[config.mk]
export PLATFORM = sky130hd
export DESIGN_NAME = eq_compare_sequencer
export DESIGN_NICKNAME = d
export VERILOG_FILES = /design/src/rtl/eq_seq_pkg.sv /design/src/rtl/eq_slice.sv /design/src/rtl/eq_compare_sequencer.sv
export SDC_FILE = /design/constraint.sdc
export NUM_CORES = 1
export LEC_CHECK = 0
export ABC_AREA = 1
export BUFFER_PORTS_ARGS = -buffer_cell sky130_fd_sc_hd__buf_4
export CORE_ASPECT_RATIO = 0.6
export CORE_UTILIZATION = 55
export CTS_CLUSTER_SIZE = 8
export DETAILED_ROUTE_END_ITERATION = 6
export PLACE_DENSITY = 0.8
export REMOVE_ABC_BUFFERS = 1
export SLEW_MARGIN = 20
export SYNTH_ARGS = -nofsm -noshare
export SYNTH_HDL_FRONTEND = slang
export SYNTH_SLANG_ARGS = --single-unit
[constraint.sdc]
create_clock -name clk -period 1.9 [get_ports clk]
set_input_delay 0.38 -clock clk [delete_from_list [all_inputs] [get_ports clk]]
set_output_delay 0.38 -clock clk [all_outputs]
set_load 0.02 [all_outputs]
[src/rtl/eq_seq_pkg.sv]
// Shared types, default geometry and elaboration checks for the sequential equality unit.
package eq_seq_pkg;

  typedef enum logic [1:0] {
    IDLE = 2'd0,
    RUN  = 2'd1,
    DONE = 2'd2
  } state_e;

  localparam int unsigned DEF_WIDTH = 32;
  localparam int unsigned DEF_SLICE = 2;
  localparam int unsigned NSL       = DEF_WIDTH / DEF_SLICE;
  localparam int unsigned IW        = $clog2(NSL);

  // Operand width must split evenly into slices.
  function automatic bit width_ok(input int unsigned w, input int unsigned s);
    return (s != 0) && ((w % s) == 0);
  endfunction

endpackage

[src/rtl/eq_slice.sv]
// SLICE-wide equality cell: per-bit XNOR reduced by AND into one match flag.
module eq_slice #(
  parameter int unsigned SLICE = 2
) (
  input  logic [SLICE-1:0] a_i,
  input  logic [SLICE-1:0] b_i,
  output logic             match_c
);

  logic [SLICE-1:0] xnor_c;

  assign xnor_c  = ~(a_i ^ b_i);
  assign match_c = &xnor_c;

endmodule

[src/rtl/eq_compare_sequencer.sv]
// Multi-cycle equality compare, one SLICE per cycle, LSB slice first.
// Optional macro EQ_SEQ_EARLY_EXIT_EN: finish on the first mismatching slice.
module eq_compare_sequencer
  import eq_seq_pkg::*;
#(
  parameter int unsigned WIDTH = DEF_WIDTH,
  parameter int unsigned SLICE = DEF_SLICE
) (
  input  logic                            clk,
  input  logic                            rst,
  input  logic                            req_valid,
  output logic                            req_ready,
  input  logic [WIDTH-1:0]                a,
  input  logic [WIDTH-1:0]                b,
  output logic                            res_valid,
  input  logic                            res_ready,
  output logic                            eq,
  output logic [$clog2(WIDTH/SLICE)-1:0]  miss_idx,
  output logic                            busy
);

  localparam int unsigned N   = WIDTH / SLICE;
  localparam int unsigned IWL = $clog2(N);

  if (!width_ok(WIDTH, SLICE)) begin : g_bad_width
    $error("eq_compare_sequencer: WIDTH must be a multiple of SLICE");
  end

  state_e           state_q;
  logic [IWL-1:0]   idx_q;
  logic [IWL-1:0]   miss_q;
  logic [WIDTH-1:0] a_q;
  logic [WIDTH-1:0] b_q;
  logic             eq_acc_q;

  logic             match_c;
  logic             last_c;
  logic             exit_c;
  logic             first_miss_c;

  eq_slice #(.SLICE(SLICE)) u_slice (
    .a_i     (a_q[idx_q*SLICE +: SLICE]),
    .b_i     (b_q[idx_q*SLICE +: SLICE]),
    .match_c (match_c)
  );

  assign last_c       = (idx_q == IWL'(N - 1));
  assign first_miss_c = eq_acc_q && !match_c;

`ifdef EQ_SEQ_EARLY_EXIT_EN
  assign exit_c = last_c || !match_c;
`else
  assign exit_c = last_c;
`endif

  // FSM with registered handshake and result outputs.
  always_ff @(posedge clk) begin
    if (rst) begin
      state_q   <= IDLE;
      idx_q     <= '0;
      miss_q    <= '0;
      a_q       <= '0;
      b_q       <= '0;
      eq_acc_q  <= 1'b0;
      req_ready <= 1'b1;
      res_valid <= 1'b0;
      eq        <= 1'b0;
      miss_idx  <= '0;
      busy      <= 1'b0;
    end else begin
      case (state_q)
        IDLE: begin
          if (req_valid) begin
            a_q       <= a;
            b_q       <= b;
            eq_acc_q  <= 1'b1;
            idx_q     <= '0;
            miss_q    <= '0;
            state_q   <= RUN;
            req_ready <= 1'b0;
            busy      <= 1'b1;
          end
        end
        RUN: begin
          eq_acc_q <= eq_acc_q & match_c;
          if (first_miss_c) miss_q <= idx_q;
          if (exit_c) begin
            // Publish the final verdict together with res_valid.
            eq        <= eq_acc_q & match_c;
            miss_idx  <= first_miss_c ? idx_q : miss_q;
            state_q   <= DONE;
            res_valid <= 1'b1;
            busy      <= 1'b0;
          end else begin
            idx_q <= idx_q + IWL'(1);
          end
        end
        DONE: begin
          if (res_ready) begin
            state_q   <= IDLE;
            res_valid <= 1'b0;
            req_ready <= 1'b1;
          end
        end
        default: begin
          state_q   <= IDLE;
          req_ready <= 1'b1;
          res_valid <= 1'b0;
          busy      <= 1'b0;
        end
      endcase
    end
  end

endmodule
Word-level counts from Yosys, hierarchy flattened
Cells that the tools add are included.
Widths: inputs -> output; s select.
Storage, ports and cells
  output and inout port bits: 8
  bits in registers: 83
Operators by class
  shift-type cells: 2
  $add $sub $neg: 1
  bitwise logic cells: 6
  muxes and demuxes: 19
  reductions and logical operators: 13
  eq/ne operators: 7
Operators by type and width (number)
  $shiftx 32x6->2: 2
  $pmux 4 s2: 2
  $reduce_and 3->1: 5
  $mux 4: 3
  $pmux 1 s3: 3
  $ne 2x2->1 const B: 4
  $reduce_and 2->1: 4
  $mux 1: 6
  $mux 2: 3
  $pmux 2 s3: 1
  $add 4x1->4 const B: 1
  $eq 4x4->1 const B: 1
  $not 1->1: 3
  $eq 2x1->1 const B: 1
  $eq 2x2->1 const B: 1
  $logic_not 2->1: 1
  $not 2->2: 1
  $pmux 1 s2: 1
  $reduce_bool 2->1: 1
  $xor 2x2->2: 1
  $and 1x1->1: 1
  $logic_and 1x1->1: 1
  $logic_not 1->1: 1

Longest topological paths before layout
Gate-level depths: netlist of the first run.
  depth in word-level cells: 8
  depth in mapped cells: 17
  mapped depth without buffers: 16

Modules after synthesis
From an unflattened synthesis of the first run, not the netlist that was laid out.
Unflattened totals
  cell total of the unflattened synthesis: 565
  area total of the unflattened synthesis: 3847.4 sq um
By module, submodules not included
  eq_compare_sequencer: times used 1, cells an instance 554, area an instance 3806.2 sq um
  eq_slice: times used 1, cells an instance 11, area an instance 41.3 sq um

Worst setup path before layout of the first run
Ideal clock, no wire load.
  path type: reg-to-reg
  start: register idx_q[0]
  end: register miss_idx[2]
  data arrival time: 1.488 ns
  setup slack: 0.303 ns
  stages on the path, launching flop included: 18
  path through: dfxtp_1 -> buf_6 -> buf_6 -> nand2_1 -> nand3_1 -> nand3_1 -> nand2_1 -> nand2_1 -> nand2_1 -> nand2_1 -> nand2_2 -> nand2_4 -> nand2_4 -> nand2_2 -> nand2_1 -> nand2_1 -> nand2_1 -> inv_1
Between the ends
  longest elaborated chain between the ends: 7
RTL lines
  start: declaration: RTL line eq_compare_sequencer.sv:30  | logic [IWL-1:0] idx_q;
  start signal: assignment: RTL line eq_compare_sequencer.sv:95  | idx_q <= idx_q + IWL'(1);
  $shiftx 32x6->2, on equally long branches: RTL line eq_compare_sequencer.sv:42, eq_compare_sequencer.sv:43
  $xor 2x2->2: RTL line eq_slice.sv:12  | assign xnor_c = ~(a_i ^ b_i);
  $not 2->2: RTL line eq_slice.sv:12
  $reduce_and 2->1: RTL line eq_slice.sv:13  | assign match_c = &xnor_c;
  $logic_not 1->1: RTL line eq_compare_sequencer.sv:48  | assign first_miss_c = eq_acc_q && !match_c;
  $logic_and 1x1->1: RTL line eq_compare_sequencer.sv:48
  $mux 4
  end signal: assignment: RTL line eq_compare_sequencer.sv:90  | miss_idx <= first_miss_c ? idx_q : miss_q;
  end: declaration: RTL line eq_compare_sequencer.sv:18  | output logic [$clog2(WIDTH/SLICE)-1:0] miss_idx,
Parallel ways exist; a longest one is shown, timed or not.
A chain may end at the register's enable or synchronous reset.

Final worst setup path of the first run
  start: register idx_q[0]
  end: register miss_idx[0]
Same word-level chain as after synthesis.

==> results.json, run 1 <==
{
  "layout.cells.most_common": "nand2_1",
  "chipHeight_um": 66.2,
  "p_switching_mw": 1.19,
  "timing.final.crit_period_ps": 1830,
  "cts_tree": "done",
  "max-vdd-ir-drop_mv": 0.595,
  "worstPathCellList": "clkbuf_16 > o21ai_0 > nand2_1 > nand3_1 > nand2_1 > nand2_1 > nand2_1 > nand2_1 > nand2_2 > nand2_4 > nand3_1 > nand2_1 > nand2_1 > nand2_1 > inv_1",
  "worst_skew_pair.late_latency_ps": 340,
  "fin_crit_sh_pct": 96.4,
  "globalRouteMet2Util_pct": 41.9,
  "synth-seq-cells": 83,
  "max_stage_delay_ps": 380,
  "area_delta_synth_final_pct": 26.5,
  "finClkSkew_ps": 3.49,
  "gp_congestion": 0.863,
  "antennaDiodeCount": 0,
  "postSynthCellCount": 551,
  "grt_busiest_layer": "met2",
  "core_area_sq_mm": 0.00636,
  "routed-via-count": 3702,
  "final.setup.tns_ps": 0,
  "critPathKind": "register to register",
  "share_seq_of_total_power_pct": 43.7,
  "clock_power_share_pct": 38.3,
  "clock-sinks": 83,
  "numPortBuffers": 75,
  "design.portCount": 76,
  "gr-usage-met3_pct": 6.40,
  "hpwlAfterDp_mm": 6.20,
  "die_area_sq_mm": 0.00721,
  "grt_max_degree": 76,
  "number_of_global_route_vias_before_repair": 3379,
  "worst_r2r_startpoint": "idx_q[0]",
  "cell_with_the_biggest_individual_delay_on_the_critical_path": "dfxtp_4",
  "cts.repair_timing.setup_buffer_count": 0,
  "crit_path_end_kind": "register",
  "rsz0062_at_grt": "yes",
  "final-max-slew-violation-count": 0,
  "gr-usage-all-layers_pct": 27.7,
  "critPathTopFamily": "simple AND/OR/NAND/NOR gates",
  "crit_start": "idx_q[0]",
  "intPower_mw": 3.21,
  "ctsHtreeMaxLevel": 3,
  "postSynthAreaPerCell_sq_um": 6.85,
  "drc": 0,
  "final_layout_size_suffix_gt1_share_pct": 19.6,
  "starting_density_of_the_core_pct": 59.4,
  "mappedNetlistArea_sq_mm": 0.00378,
  "synth-async-reset-ratio_pct": 0,
  "totalWireLength_mm": 9.43,
  "total_power_divided_by_cell_area_mw_per_mm2": 921,
  "synthDistinctLibCells": 24,
  "status": "complete, no violations",
  "worstPathArrival_ps": 2070,
  "synthTopCellsByArea": "dfxtp_1 44%, o21ai_0 10%, nand2_1 10%, a21oi_1 8.3%, inv_1 7.4%",
  "max-clock-path-buffers": 2,
  "critical_path.max_fanout": 16,
  "worstMarginPinSlew_ps": 575,
  "critPathBufInv": 2,
  "total_of_endpoints_with_negative_setup_slack_in_the_final_report": 0,
  "floorplan.rows": 22,
  "power_mw": 4.40,
  "synth_sequential_area_ratio_pct": 44.0,
  "final_nets": 687,
  "detail_route.iter0.violations": 303,
  "slew_headroom_pct": 61.6,
  "finalHoldViolations": 0,
  "worst_setup_hold_path_clk_slew_ps": 60,
  "drt_pass1_iterations": 4,
  "grt_antenna_before_repair": 0,
  "max-cap-violations": 0,
  "yosys.area.top_type_share_pct": 44.0,
  "hold_start": "a[30]",
  "first_pass_grt_wire_length_mm": 15.3,
  "worst_hold_path_type": "input port to register",
  "x_dimension_of_the_die_um": 109,
  "synth_warnings": 0,
  "routed_wire_length_per_instance_um": 13.4,
  "p_sw_share_pct": 27.1,
  "clock_tree.root_cell": "clkbuf_16",
  "cp.required_ps": 2140,
  "final_antenna_net_count": 0,
  "utilization_pct": 75.1,
  "crit_top_cell": "nand2_1",
  "routed_via_density": 5.24,
  "power_frac_comb_pct": 18.0,
  "grt_use_met1_pct": 39.0,
  "synth_enable_flop_cells": 0,
  "grt_overflow": 0,
  "cellLeakagePower_nw": 2.15,
  "tritoncts.num_buffers": 9,
  "cts.hold.buffers_added": 0,
  "final_cell_mix": "99 x nand2_1, 83 x buf_4, 81 x dfxtp_1, 75 x o21ai_0, 72 x inv_1",
  "synth_ff_type": "dfxtp_1",
  "post-synth-top-area-cell": "dfxtp_1",
  "achievable-frequency_mhz": 546,
  "worst_setup_path_start_kind": "register"
}
==> sequential cells by signal (all words and copies together), names as in the netlist <==
name and count:
a_q 32, busy 1, state_q 2, req_ready 1, b_q 32, res_valid 1
miss_idx 4, miss_q 4, idx_q 4, eq 1, eq_acc_q 1
==> tightest hold or removal path: cells and delay by family <==
family,cells,cell delay [ps]
buf+inv,1,80
compound gates,1,70
simple gates,1,70
==> power by group through the flow <==
stage	Clock [mW]	Combinational, mW	Sequential [mW]
floorplan	0	0.438	1.97
global placement	0	0.715	1.95
detailed placement	0	0.737	1.96
CTS	1.69	0.750	1.92
global route	1.77	0.891	1.94
finish	1.68	0.792	1.92
==> cell usage after synthesis, types with 2 or more instances <==
| cell type | instances |
|---|---|
| o21ai_1 | 5 |
| nand2_4 | 2 |
| nand3_1 | 53 |
| inv_1 | 74 |
| nor2_1 | 42 |
| o21ai_0 | 76 |
| nor3_1 | 3 |
| buf_6 | 5 |
| a21oi_1 | 63 |
| buf_2 | 5 |
| nand2_1 | 101 |
| nand2_2 | 6 |
| dfxtp_1 | 83 |
| clkbuf_1 | 23 |
==> worst paths after layout <==
kind	to	slack [ps]	cells after the start
worst max register to register	miss_idx[0]	70	15
worst min register to register	b_q[29]	450	2
worst max-delay path	miss_idx[0]	70	15
worst min-delay path	a_q[30]	290	3
==> metrics by stage <==
step	hold WS [ps]	instance area, sq um	setup slack (ps)	instances
finish	293	4780	67.6	706
floorplan	426	3600	-1290	517
global placement	436	4390	111	689
CTS	296	4690	14.6	704
global route	306	4780	-88.2	706
detailed placement	444	4390	22.7	689
==> repair_timing <==
action,4_1_cts,5_1_grt
pin swaps,0,2
resized for setup,2,15
hold endpoints to repair,0,0
gates cloned,0,2
setup endpoints to repair,3,12
==> routing by layer <==
| layer | wire length (um) | part of all wire, % |
|---|---|---|
| met1 | 4440 | 47 |
| met2 | 4080 | 43 |
| met3 | 784 | 8.3 |
| met4 | 118 | 1.3 |
| met5 | 0 | 0 |
==> logic make-up after synthesis <==
kind of cell / share of synthesized area (%)
buffers and inverters: 12.3
and+or+nand+nor: 23.7
adders and majority gates: 0.331
DFF: 44.0
AOI/OAI and AO/OA: 19.7
==> area by class of cell <==
cell class / instances / area, sq um
Timing Repair Buffer: 90 / 759
Clock buffer: 11 / 233
Tap cell: 84 / 105
Clock inverter: 4 / 52.6
Inverter: 76 / 290
Sequential cell: 83 / 1670
Fill cell: 479 / 1580
Multi-Input combinational cell: 358 / 1670
No activity file was read; power rests on OpenSTA's default activity.
==> run 2, diff against run 1 <==
--- a/config.mk
+++ b/config.mk
@@ -13,2 +13,3 @@
 export DETAILED_ROUTE_END_ITERATION = 6
+export MAX_ROUTING_LAYER = met4
 export PLACE_DENSITY = 0.8
--- a/constraint.sdc
+++ b/constraint.sdc
@@ -3,2 +3,2 @@
 set_output_delay 0.38 -clock clk [all_outputs]
-set_load 0.02 [all_outputs]
+set_load 0.005 [all_outputs]
==> run 2 against run 1 <==
  * Maximum frequency shrank 0.41%
  * Final cell count is the same
  * Global-route usage grew 0.86 points
  * Combinational power shrank 0.5%
  * Via count grew 0.11%
  * Clock skew grew 1.7 ps
  * Count of clock-buffer cells in the layout is the same
  * Sequential share of layout area is the same
  * Non-clock buffer count is the same
  * Utilization is the same
  * Sequential power is essentially flat
  * Clock power is essentially flat
==> results.json, run 2 (synthesized netlist as in run 1, its figures left out) <==
{
  "final-max-slew-violation-count": 0,
  "status": "complete, no violations",
  "rr_worst_depth": 16,
  "worstPathCellList": "inv_4 > buf_12 > nand2_1 > nand3_1 > nand3_1 > nand2_1 > nand2_1 > nand2_1 > nand2_1 > nand2_2 > nand2_4 > nand3_1 > nand2_1 > nand2_1 > nand2_1 > inv_1",
  "core_area_sq_mm": 0.00636,
  "routed_via_density": 5.25,
  "worst_hold_path_type": "input port to register",
  "timing.final.crit_period_ps": 1840,
  "clock-sinks": 83,
  "grt_antenna_before_repair": 0,
  "worst_setup_path_start_kind": "register",
  "multi_input_area_sq_mm": 0.00167,
  "achievable-frequency_mhz": 544,
  "fin_crit_sh_pct": 96.8,
  "area.sequential_sq_mm": 0.00167,
  "drt_pass1_iterations": 5,
  "final_layout_size_suffix_gt1_share_pct": 19.6,
  "worst_skew_pair.late_latency_ps": 330,
  "gr-usage-all-layers_pct": 28.6,
  "total_power_divided_by_cell_area_mw_per_mm2": 919,
  "worstMarginPinSlew_ps": 572,
  "final_hold_slack_ps": 296,
  "min_delay_path_depth": 3,
  "x_dimension_of_the_die_um": 109,
  "cp.required_ps": 2130,
  "drc": 0,
  "final_nets": 687,
  "layout.cells.most_common": "nand2_1",
  "ctsHtreeMaxLevel": 3,
  "first_pass_grt_wire_length_mm": 15.3,
  "totalWireLength_mm": 9.42,
  "detail_route.iter0.violations": 354,
  "utilization_pct": 75.1,
  "design.portCount": 76,
  "critical_path.max_fanout": 10,
  "routed_wire_length_per_instance_um": 13.3,
  "slew_headroom_pct": 61.8,
  "final.setup.tns_ps": 0,
  "crit_path_end_kind": "register",
  "fill_cells": 479,
  "antennaDiodeCount": 0,
  "area_delta_synth_final_pct": 26.5,
  "chipHeight_um": 66.2,
  "power_mw": 4.39,
  "finalHoldViolations": 0,
  "cts_tree": "done",
  "cts.hold.buffers_added": 0,
  "crit_top_cell": "nand2_1",
  "clock_tree.root_cell": "clkbuf_16",
  "worstPathArrival_ps": 2070,
  "numPortBuffers": 75,
  "grt_overflow": 0,
  "cell_with_the_biggest_individual_delay_on_the_critical_path": "dfxtp_4",
  "gp_congestion": 0.877,
  "die_area_sq_mm": 0.00721,
  "finClkSkew_ps": 5.18,
  "grt_max_degree": 76,
  "final_antenna_net_count": 0,
  "max-cap-violations": 0,
  "max-vdd-ir-drop_mv": 0.593,
  "total_of_endpoints_with_negative_setup_slack_in_the_final_report": 0,
  "hpwlAfterDp_mm": 6.20,
  "max_stage_delay_ps": 410,
  "number_of_global_route_vias_before_repair": 3372,
  "critPathKind": "register to register",
  "largest_registers": "a_q: 32 flops, b_q: 32 flops",
  "max-clock-path-buffers": 2,
  "cellLeakagePower_nw": 2.15,
  "tritoncts.num_buffers": 9,
  "routed-via-count": 3706,
  "worst_setup_hold_path_clk_slew_ps": 60,
  "final_cell_mix": "99 x nand2_1, 83 x buf_4, 81 x dfxtp_1, 75 x o21ai_0, 72 x inv_1",
  "starting_density_of_the_core_pct": 59.4,
  "floorplan.rows": 22,
  "rsz0062_at_grt": "yes"
}
run 2: cell counts in the layout (fill, tap and decap cells not counted):
Identical to the previous run, type by type.
run 2: layout make-up:
cell class	count	share of cell area, %
inverters	76	6.07
clock inverters	4	1.10
flip-flops and latches	83	34.9
repair buffers	90	15.9
well taps	84	2.20
clock buffers	11	4.87
multi-input cells	358	35.0
run 2: where the power goes:
group          internal [mW]  switching [mW]
clock                   1.01           0.670
sequential              1.87          0.0527
combinational          0.328           0.460
run 2: worst paths after layout:
| kind | from | slack [ps] | end |
|---|---|---|---|
| min | a[30] | 300 | a_q[30] |
| max reg2reg | idx_q[0] | 60 | miss_idx[0] |
| max | idx_q[0] | 60 | miss_idx[0] |
| min reg2reg | b_q[29] | 450 | b_q[29] |
run 2: critical path, delay by kind of cell (launching register included):
kind,cells,cell delay (ps)
buffers and inverters,3,250
DFF,1,410
and+or+nand+nor,13,1090
run 2: through the flow:
stage | instances | worst slack, ps | instance area (sq um)
CTS | 704 | 14.6 | 4690
floorplan | 517 | -1290 | 3600
global placement | 689 | 111 | 4390
detailed placement | 689 | 22.7 | 4390
global route | 706 | -88.3 | 4780
finish | 706 | 60.1 | 4780
run 2: what timing repair did:
action / in CTS / in global routing
pin swaps: 0 / 2
gates resized for setup: 2 / 15
gates cloned: 0 / 2
buffers inserted: 0 / 0
setup endpoints to repair: 3 / 12
run 2: metal layers:
layer / vias to the layer above / track usage, % / share of wire (%)
met3: 17 / 6.60 / 7.4
met2: 155 / 41.9 / 43
li1: 1905 / - / -
met5: - / - / 0
met1: 1629 / 39.1 / 48
met4: 0 / 8.61 / 1.3
